File: config.mk
export PLATFORM = sky130hd
export DESIGN_NAME = vga_spi_master
export DESIGN_NICKNAME = d
export VERILOG_FILES = /design/src/rtl/vga_spi_master.sv
export SDC_FILE = /design/constraint.sdc
export NUM_CORES = 1
export LEC_CHECK = 0
export CAP_MARGIN = 5
export CORE_AREA = 2 2 88 90
export DETAILED_ROUTE_END_ITERATION = 8
export DIE_AREA = 0 0 90 92
export DONT_BUFFER_PORTS = 1
export GPL_TIMING_DRIVEN = 0
export PLACE_DENSITY = 0.54
export SLEW_MARGIN = 0
export SYNTH_ARGS = -nofsm -noshare
export SYNTH_HDL_FRONTEND = slang
export SYNTH_SLANG_ARGS = --single-unit
File: constraint.sdc
create_clock -name clk -period 2.2 [get_ports clk]
set_input_delay 0.66 -clock clk [delete_from_list [all_inputs] [get_ports clk]]
set_output_delay 0.66 -clock clk [all_outputs]
set_load 0.03 [all_outputs]
File: src/rtl/vga_spi_master.sv
// Mode-0 SPI initiator for the vga_clock register port.
// Byte-stream valid/ready TX side, pulse-qualified RX side, burst chip select.
module vga_spi_master #(
    parameter int DIV    = 2,
    parameter int DATA_W = 8
) (
    input  logic              clk,
    input  logic              reset,
    input  logic              tx_valid,
    input  logic [DATA_W-1:0] tx_data,
    input  logic              tx_last,
    output logic              tx_ready,
    output logic              rx_valid,
    output logic [DATA_W-1:0] rx_data,
    input  logic              abort,
    output logic              busy,
    output logic              SPI_clk,
    output logic              SPI_csb,
    output logic              SPI_copi,
    input  logic              SPI_cipo
);

    localparam int CW = $clog2(DIV + 1);
    localparam int EW = $clog2(2 * DATA_W) + 1;

    localparam logic [CW-1:0] RELOAD  = CW'(DIV - 1);
    localparam logic [CW-1:0] HOLD_LD = CW'(DIV);
    localparam logic [EW-1:0] LAST_E  = EW'(2 * DATA_W - 1);

    localparam logic [2:0] IDLE  = 3'd0;
    localparam logic [2:0] SETUP = 3'd1;
    localparam logic [2:0] SHIFT = 3'd2;
    localparam logic [2:0] NEXT  = 3'd3;
    localparam logic [2:0] HOLD  = 3'd4;
    localparam logic [2:0] GAP   = 3'd5;

    logic [2:0]        state;
    logic [CW-1:0]     cnt;
    logic [EW-1:0]     edge_cnt;
    logic [DATA_W-1:0] tx_sr;
    logic [DATA_W-1:0] rx_sr;
    logic              last_q;
    logic              accept;

    assign accept = tx_valid && tx_ready;

    // Transfer sequencer: all SPI pins and user-side flags are registered here.
    // HOLD is loaded with DIV (not DIV-1) because the final falling-edge
    // cycle itself is spent in HOLD before the DIV cycles of select hold.
    always_ff @(posedge clk) begin
        rx_valid <= 1'b0;
        if (reset) begin
            state    <= IDLE;
            cnt      <= '0;
            edge_cnt <= '0;
            tx_sr    <= '0;
            rx_sr    <= '0;
            last_q   <= 1'b0;
            tx_ready <= 1'b0;
            rx_data  <= '0;
            busy     <= 1'b0;
            SPI_clk  <= 1'b0;
            SPI_csb  <= 1'b1;
            SPI_copi <= 1'b0;
        end else if (state != IDLE && abort) begin
            state    <= GAP;
            cnt      <= RELOAD;
            tx_ready <= 1'b0;
            busy     <= 1'b1;
            SPI_clk  <= 1'b0;
            SPI_csb  <= 1'b1;
            SPI_copi <= 1'b0;
        end else begin
            case (state)
                IDLE, NEXT: begin
                    tx_ready <= 1'b1;
                    SPI_clk  <= 1'b0;
                    SPI_csb  <= (state == IDLE);
                    busy     <= (state != IDLE);
                    if (accept) begin
                        tx_sr    <= tx_data;
                        last_q   <= tx_last;
                        SPI_copi <= tx_data[DATA_W-1];
                        SPI_csb  <= 1'b0;
                        tx_ready <= 1'b0;
                        busy     <= 1'b1;
                        cnt      <= RELOAD;
                        state    <= SETUP;
                    end
                end
                SETUP: begin
                    if (cnt == '0) begin
                        SPI_clk  <= 1'b1;
                        rx_sr    <= {rx_sr[DATA_W-2:0], SPI_cipo};
                        edge_cnt <= EW'(1);
                        cnt      <= RELOAD;
                        state    <= SHIFT;
                    end else begin
                        cnt <= cnt - 1'b1;
                    end
                end
                SHIFT: begin
                    if (cnt == '0) begin
                        cnt      <= RELOAD;
                        SPI_clk  <= ~SPI_clk;
                        edge_cnt <= edge_cnt + 1'b1;
                        if (!SPI_clk) begin
                            rx_sr <= {rx_sr[DATA_W-2:0], SPI_cipo};
                        end else if (edge_cnt == LAST_E) begin
                            rx_valid <= 1'b1;
                            rx_data  <= rx_sr;
                            if (last_q) begin
                                cnt   <= HOLD_LD;
                                state <= HOLD;
                            end else begin
                                tx_ready <= 1'b1;
                                state    <= NEXT;
                            end
                        end else begin
                            SPI_copi <= tx_sr[DATA_W-2];
                            tx_sr    <= tx_sr << 1;
                        end
                    end else begin
                        cnt <= cnt - 1'b1;
                    end
                end
                HOLD: begin
                    if (cnt == '0) begin
                        SPI_csb <= 1'b1;
                        cnt     <= RELOAD;
                        state   <= GAP;
                    end else begin
                        cnt <= cnt - 1'b1;
                    end
                end
                GAP: begin
                    if (cnt == '0) begin
                        tx_ready <= 1'b1;
                        busy     <= 1'b0;
                        state    <= IDLE;
                    end else begin
                        cnt <= cnt - 1'b1;
                    end
                end
                default: begin
                    state <= IDLE;
                end
            endcase
        end
    end

endmodule

==> flow_summary_export.csv, run 1 <==
group,metric,value,unit
outcome,status,"finished clean",
setup_path,cp-start-kind,"flip-flop",
timing,hold_ws,0.4798,ns
grt,grt_pass1_wl,8.721,mm
yosys,synthAdderAreaFrac,0.02358,
cts,clock-sinks,40,
floorplan,die-area,8280,um2
floorplan,floorplan.die.width,90,um
yosys,synthCells,252,
cts,cts_hold_buf,0,
cts,cts_tree,"done",
run,drv_cap,0,
power,powerDensity,1214,nW/um2
floorplan,die_h,92,um
setup_path,arrival,2.24,ns
timing,final.setup_skew,0.005003,ns
cts,clk_pin_slew,0.09,ns
drt,detail_route.vias_per_cell,5.033,
floorplan,rows,32,
cts,cts_inserted_buffers,5,
drt,wl_per_cell,14.36,um
finish,fill_cells,830,
finish,final_cell_mix,"39 x dfxtp_1, 30 x nand2_1, 27 x nor2_1, 20 x mux2i_1, 18 x a21oi_1",
finish,n_antenna_cell,0,
yosys,synth-xor-area-share,0.004127,
power,vdd.ir_drop.worst,0.0004589,V
grt,grt_usage,0.1287,
setup_path,endpoint_kind,"flip-flop",
timing,period_minus_slack,2.058,ns
cts,cts-root-buf,"clkbuf_8",
grt,antenna_found_initial,0,
timing,timing.final.ws_setup,0.1423,ns
timing,slew_headroom,0.5898,
timing,tightest_slew,0.6153,ns
yosys,synth_top_family_by_area,"simple AND/OR/NAND/NOR gates",
power,leakage,0.9712,nW
drt,drc,0,
floorplan,start_util,0.2849,
finish,final_nets,277,
yosys,synthFlopType,"dfxtp_1",
grt,grt-ovfl-total,0,
yosys,syn-num-nets,270,
timing,setup_viol,0,
floorplan,core-area,7447,um2
placement,gp_congestion,0.9251,
drt,first_pass_iters,4,
finish,final_common_cell,"dfxtp_1",
grt,first_global_vias,1806,
drt,drt-initial-drc-count,221,
drt,postRouteAntennaNets,0,
placement,dp.cells,354,
setup_path,cp_data_required_time,2.38,ns
timing,rsz0062_at_grt,"no",
yosys,yosysSeqAreaShare,0.3774,
finish,drive_gt1_frac,0.1231,
cts,clk_path_buf_depth,2,
yosys,synthesis.area,2122,um2
yosys,synthMuxAreaShare,0.09434,
yosys,syn_avg_cell_area,8.421,um2
setup_path,worst-setup-path-type,"flip-flop to flip-flop",
cts,insertion_delay,0.30,ns
min_path,hold_class,"flip-flop to flip-flop",
timing,hold_viol_final,0,
placement,place_area,2250,um2
placement,post-dp-hpwl,3.666,mm
drt,vias,1822,
yosys,async_flop_share,0,
finish,final_cell_count_no_fill,362,
setup_path,path_max_fanout,6,
yosys,synth_compound_area_frac,0.2140,
cts,h-tree-depth,2,
yosys,ys_ff_latch,40,
finish,area_growth,11.85,%
placement,numPortBuffers,0,
drt,wl,5.199,mm
yosys,synth-simple-area-share,0.2199,
yosys,yosys_warnings,0,
finish,final_cell_area,2374,um2
timing,fmaxAchievable,486.0,MHz
placement,dp_slack,-0.2879,ns
timing,timing.final.crit_share,0.9353,
yosys,synth-edff-count,0,
floorplan,ios,28,
yosys,ys_types,47,
grt,grt_max_degree,15,
timing,drv_slew,0,
## per-layer routing
metal,track usage,part of all wire,wire length (um)
met1,0.1649,0.48,2485
met2,0.2086,0.44,2306
met3,0.03369,0.064,334
met4,0.04744,0.014,72
met5,0,0,0
## layout make-up
cell class	instances	area [um2]	area share
buffer	20	120.1	0.05061
clock buffer	5	68.82	0.02899
clock inverter	3	23.77	0.01002
inverter	6	22.52	0.009489
multi-input combinational	186	1209	0.5092
sequential	40	802.0	0.3379
tap	102	127.6	0.05377
## timing repair
item | CTS | global route
gates cloned | 0 | 0
gates resized for setup | 1 | 8
buffers inserted | 0 | 0
setup endpoints to repair | 10 | 17
pin swaps | 0 | 1
## report_power, final
group	switching [mW]	total (mW)	internal, mW
Clock	0.293	0.517	0.225
Sequential	0.188	1.05	0.863
Combinational	0.754	1.31	0.558
## synthesized netlist by cell type, drive strengths merged, types with 2 or more instances
library cell,count,area share
o21ai,17,0.042
nor2b,6,0.018
buf,7,0.033
clkbuf,13,0.023
nand2,30,0.053
a221oi,3,0.012
a21oi,18,0.042
nand2b,3,0.0088
and2,3,0.0088
nor3,5,0.012
nand3,6,0.014
a311oi,7,0.038
o21a,2,0.0071
nor2,30,0.057
dfxtp,40,0.38
nor3b,3,0.013
o32ai,3,0.021
ha,4,0.024
inv,6,0.011
nand3b,2,0.0071
mux2i,20,0.094
o22ai,3,0.0088
and3,3,0.0088
a21o,4,0.014
or3b,2,0.0083
## critical path: stages, from the launching register on
cell     delay (ns)
dfxtp_2        0.38
ha_1           0.20
and3_1         0.17
ha_2           0.23
and3_2         0.24
nand2_1        0.06
o21ai_0        0.08
o21ai_0        0.17
o41ai_2        0.41
## kinds of logic (layout without fill, tap and decap cells)
family / Yosys count / in the layout
AOI/OAI and AO/OA: 64 / 64
xor gates and xnor gates: 1 / 1
adders and majority gates: 4 / 4
buffers and inverters: 26 / 34
DFF: 40 / 40
muxes: 20 / 20
and+or+nand+nor: 97 / 97
## path summary, 6_finish.rpt
check	slack, ns	to	depth (start not counted)	from
min reg2reg	0.48	tx_sr[0]	2	tx_sr[0]
min	0.48	tx_sr[0]	2	tx_sr[0]
max reg2reg	0.14	state[2]	8	edge_cnt[0]
max	0.14	state[2]	8	edge_cnt[0]
## registers in the layout, summed over array words and instances (netlist names)
| signal | count |
|---|---|
| last_q | 1 |
| tx_ready | 1 |
| SPI_copi | 1 |
| SPI_csb | 1 |
| tx_sr | 7 |
| state | 3 |
| SPI_clk | 1 |
| busy | 1 |
| rx_data | 8 |
| rx_sr | 8 |
| cnt | 2 |
| rx_valid | 1 |
| edge_cnt | 5 |
## metrics by stage
step	total power, mW	setup TNS, ns	utilization
finish	2.882	0	0.3187
detailed placement	2.332	-2.340	0.3021
global route	3.084	0	0.3187
global placement	2.332	-2.325	0.3021
floorplan	2.062	0	-
CTS	2.864	0	0.3152
Power figures use the tool's default switching activity.
==> run 2, diff against run 1 <==
Settings changed: CTS_CLUSTER_SIZE from default to 10.
==> results of run 2 <==
Same layout as run 1: the final DEF is identical, and so are final timing and power.
==> run 3, diff against run 2 <==
Settings changed: CORE_AREA 2 2 88 90 to 2 2 84 94, DIE_AREA 0 0 90 92 to 0 0 86 96.
Clock period 2.2 ns to 2.64 ns, I/O delays scaled along.
==> run 3 against run 2 <==
Compared with the run above:
- sequential share of layout area increased by 0.33 points
- via count fell by 1.3%
- sequential power fell by 17%
- clock-buffer cell count unchanged
- critical path type unchanged
- largest cell class unchanged
==> flow_summary_export.csv, run 3 (synthesis results as in run 1) <==
group,metric,value,unit
min_path,min_to,"tx_sr[0]",
finish,multiInputGateArea,1185,um2
cts,clock-sinks,40,
run,drv_cap,0,
timing,hold_ws,0.4777,ns
placement,gp_congestion,0.8986,
setup_path,cp-start-kind,"flip-flop",
floorplan,ios,28,
timing,hold_viol_final,0,
timing,final.setup_skew,0.003767,ns
timing,period_minus_slack,2.202,ns
finish,reg_top3,"rx_data (8), rx_sr (8), tx_sr (7)",
setup_path,path_max_fanout,10,
setup_path,worst-setup-path-type,"flip-flop to flip-flop",
grt,grt_pass1_wl,8.907,mm
drt,detail_route.vias_per_cell,5.182,
power,leakage,0.9777,nW
grt,first_global_vias,1760,
finish,fill_cells,765,
power,p_switching,1.003,mW
drt,first_pass_iters,4,
finish,drive_gt1_frac,0.1038,
drt,drt-initial-drc-count,175,
cts,clk_path_buf_depth,2,
cts,cts_tree,"done",
drt,wl,5.148,mm
setup_path,r2r_setup_slack,0.44,ns
finish,final_cell_mix,"40 x dfxtp_1, 30 x nand2_1, 27 x nor2_1, 20 x mux2i_1, 18 x a21oi_1",
drt,wl_per_cell,14.84,um
setup_path,r2r_cells,7,
floorplan,die-area,8256,um2
timing,tightest_slew,0.6748,ns
floorplan,start_util,0.2904,
grt,grt_max_degree,14,
placement,dp_slack,0.1320,ns
setup_path,r2r_end,"rx_sr[4]",
setup_path,rr_startpoint,"cnt[0]",
placement,numPortBuffers,0,
setup_path,cp_data_required_time,2.82,ns
grt,grt-ovfl-total,0,
power,combPwrFrac,0.435,
timing,fin_setup_tns,0,ns
placement,post-dp-hpwl,3.643,mm
timing,slew_headroom,0.5482,
min_path,hold_path_startpoint,"tx_sr[0]",
timing,fmaxAchievable,454.1,MHz
grt,antenna_found_initial,0,
floorplan,floorplan.die.width,86,um
power,seqPwrFrac,0.357,
power,vdd.ir_drop.worst,0.0004644,V
cts,cts-root-buf,"clkbuf_8",
floorplan,die_h,96,um
cts,h-tree-depth,2,
power,sw_frac_of_total,0.4089,
timing,drv_slew,0,
timing,setup_viol,0,
min_path,whs_path_depth,2,
finish,final_nets,277,
timing,timing.final.ws_setup,0.4379,ns
min_path,hold_class,"flip-flop to flip-flop",
setup_path,endpoint_kind,"flip-flop",
finish,area_growth,10.61,%
finish,finish.utilization,0.3212,
finish,seqCellArea,800.8,um2
timing,timing.final.crit_share,0.8341,
finish,final_common_cell,"dfxtp_1",
drt,postRouteAntennaNets,0,
finish,n_antenna_cell,0,
floorplan,rows,33,
drt,vias,1798,
power,powerDensity,1045,nW/um2
cts,clk_pin_slew,0.08,ns
drt,drc,0,
outcome,status,"finished clean",
floorplan,core-area,7308,um2
power,power_frac_clock,0.208,
setup_path,arrival,2.38,ns
power,p_int,1.450,mW
cts,insertion_delay,0.30,ns
timing,rsz0062_at_grt,"no",
cts,cts_inserted_buffers,5,
grt,grt_usage,0.1358,
power,design_power_total,2.453,mW
run 3: cell count changes in the layout (fill, tap and decap cells not counted), sizes merged:
cell,previous run,this run
bufinv,0,1
clkinvlp,2,1
run 3: area by class of cell:
cell class	count	area share
flip-flops and latches	40	0.3412
clock buffers	5	0.02932
inverters	6	0.009595
plain buffers	20	0.05064
clock inverters	3	0.01812
multi-input cells	186	0.5048
well taps	87	0.04638
run 3: how the worst max path moves through the flow:
stage                     startpoint        to  slack, ns
final                         cnt[0]  rx_sr[4]       0.44
after detailed placement       abort  rx_sr[0]       0.13
after global placement        cnt[0]  rx_sr[6]       0.16
after CTS                     cnt[0]  rx_sr[4]       0.13
after floorplan                abort  rx_sr[5]       0.64
after global routing          cnt[0]  rx_sr[6]       0.23
run 3: layer usage:
metal / global-route usage / vias up / part of all wire
li1: - / 904 / -
met1: 0.1871 / 839 / 0.48
met2: 0.2048 / 48 / 0.44
met3: 0.03087 / 7 / 0.059
met4: 0.05423 / 0 / 0.015
met5: 0 / - / 0
run 3: what timing repair did:
action,CTS,global route
endpoints found under the setup margin,0,8
setup buffers,0,0
hold buffers,0,0
gates resized for setup,0,1
run 3: power groups by stage:
stage / Sequential [mW] / Clock (mW) / Combinational (mW)
after global placement: 0.889 / 0 / 1.06
final: 0.875 / 0.510 / 1.07
after CTS: 0.877 / 0.527 / 1.06
after global routing: 0.893 / 0.553 / 1.20
after detailed placement: 0.890 / 0 / 1.05
after floorplan: 0.858 / 0 / 0.860
run 3: stage by stage:
step	area (um2)	cells
floorplan	2122	252
CTS	2342	347
global route	2347	347
detailed placement	2231	339
global placement	2231	339
finish	2347	347
run 3: critical path, cell delays in order, from the launching register on:
cell      delay (ns)
dfxtp_1         0.35
inv_1           0.07
ha_1            0.21
clkbuf_1        0.40
nor3b_2         0.49
o21ai_2         0.29
mux2i_1         0.23
nor2_1          0.05
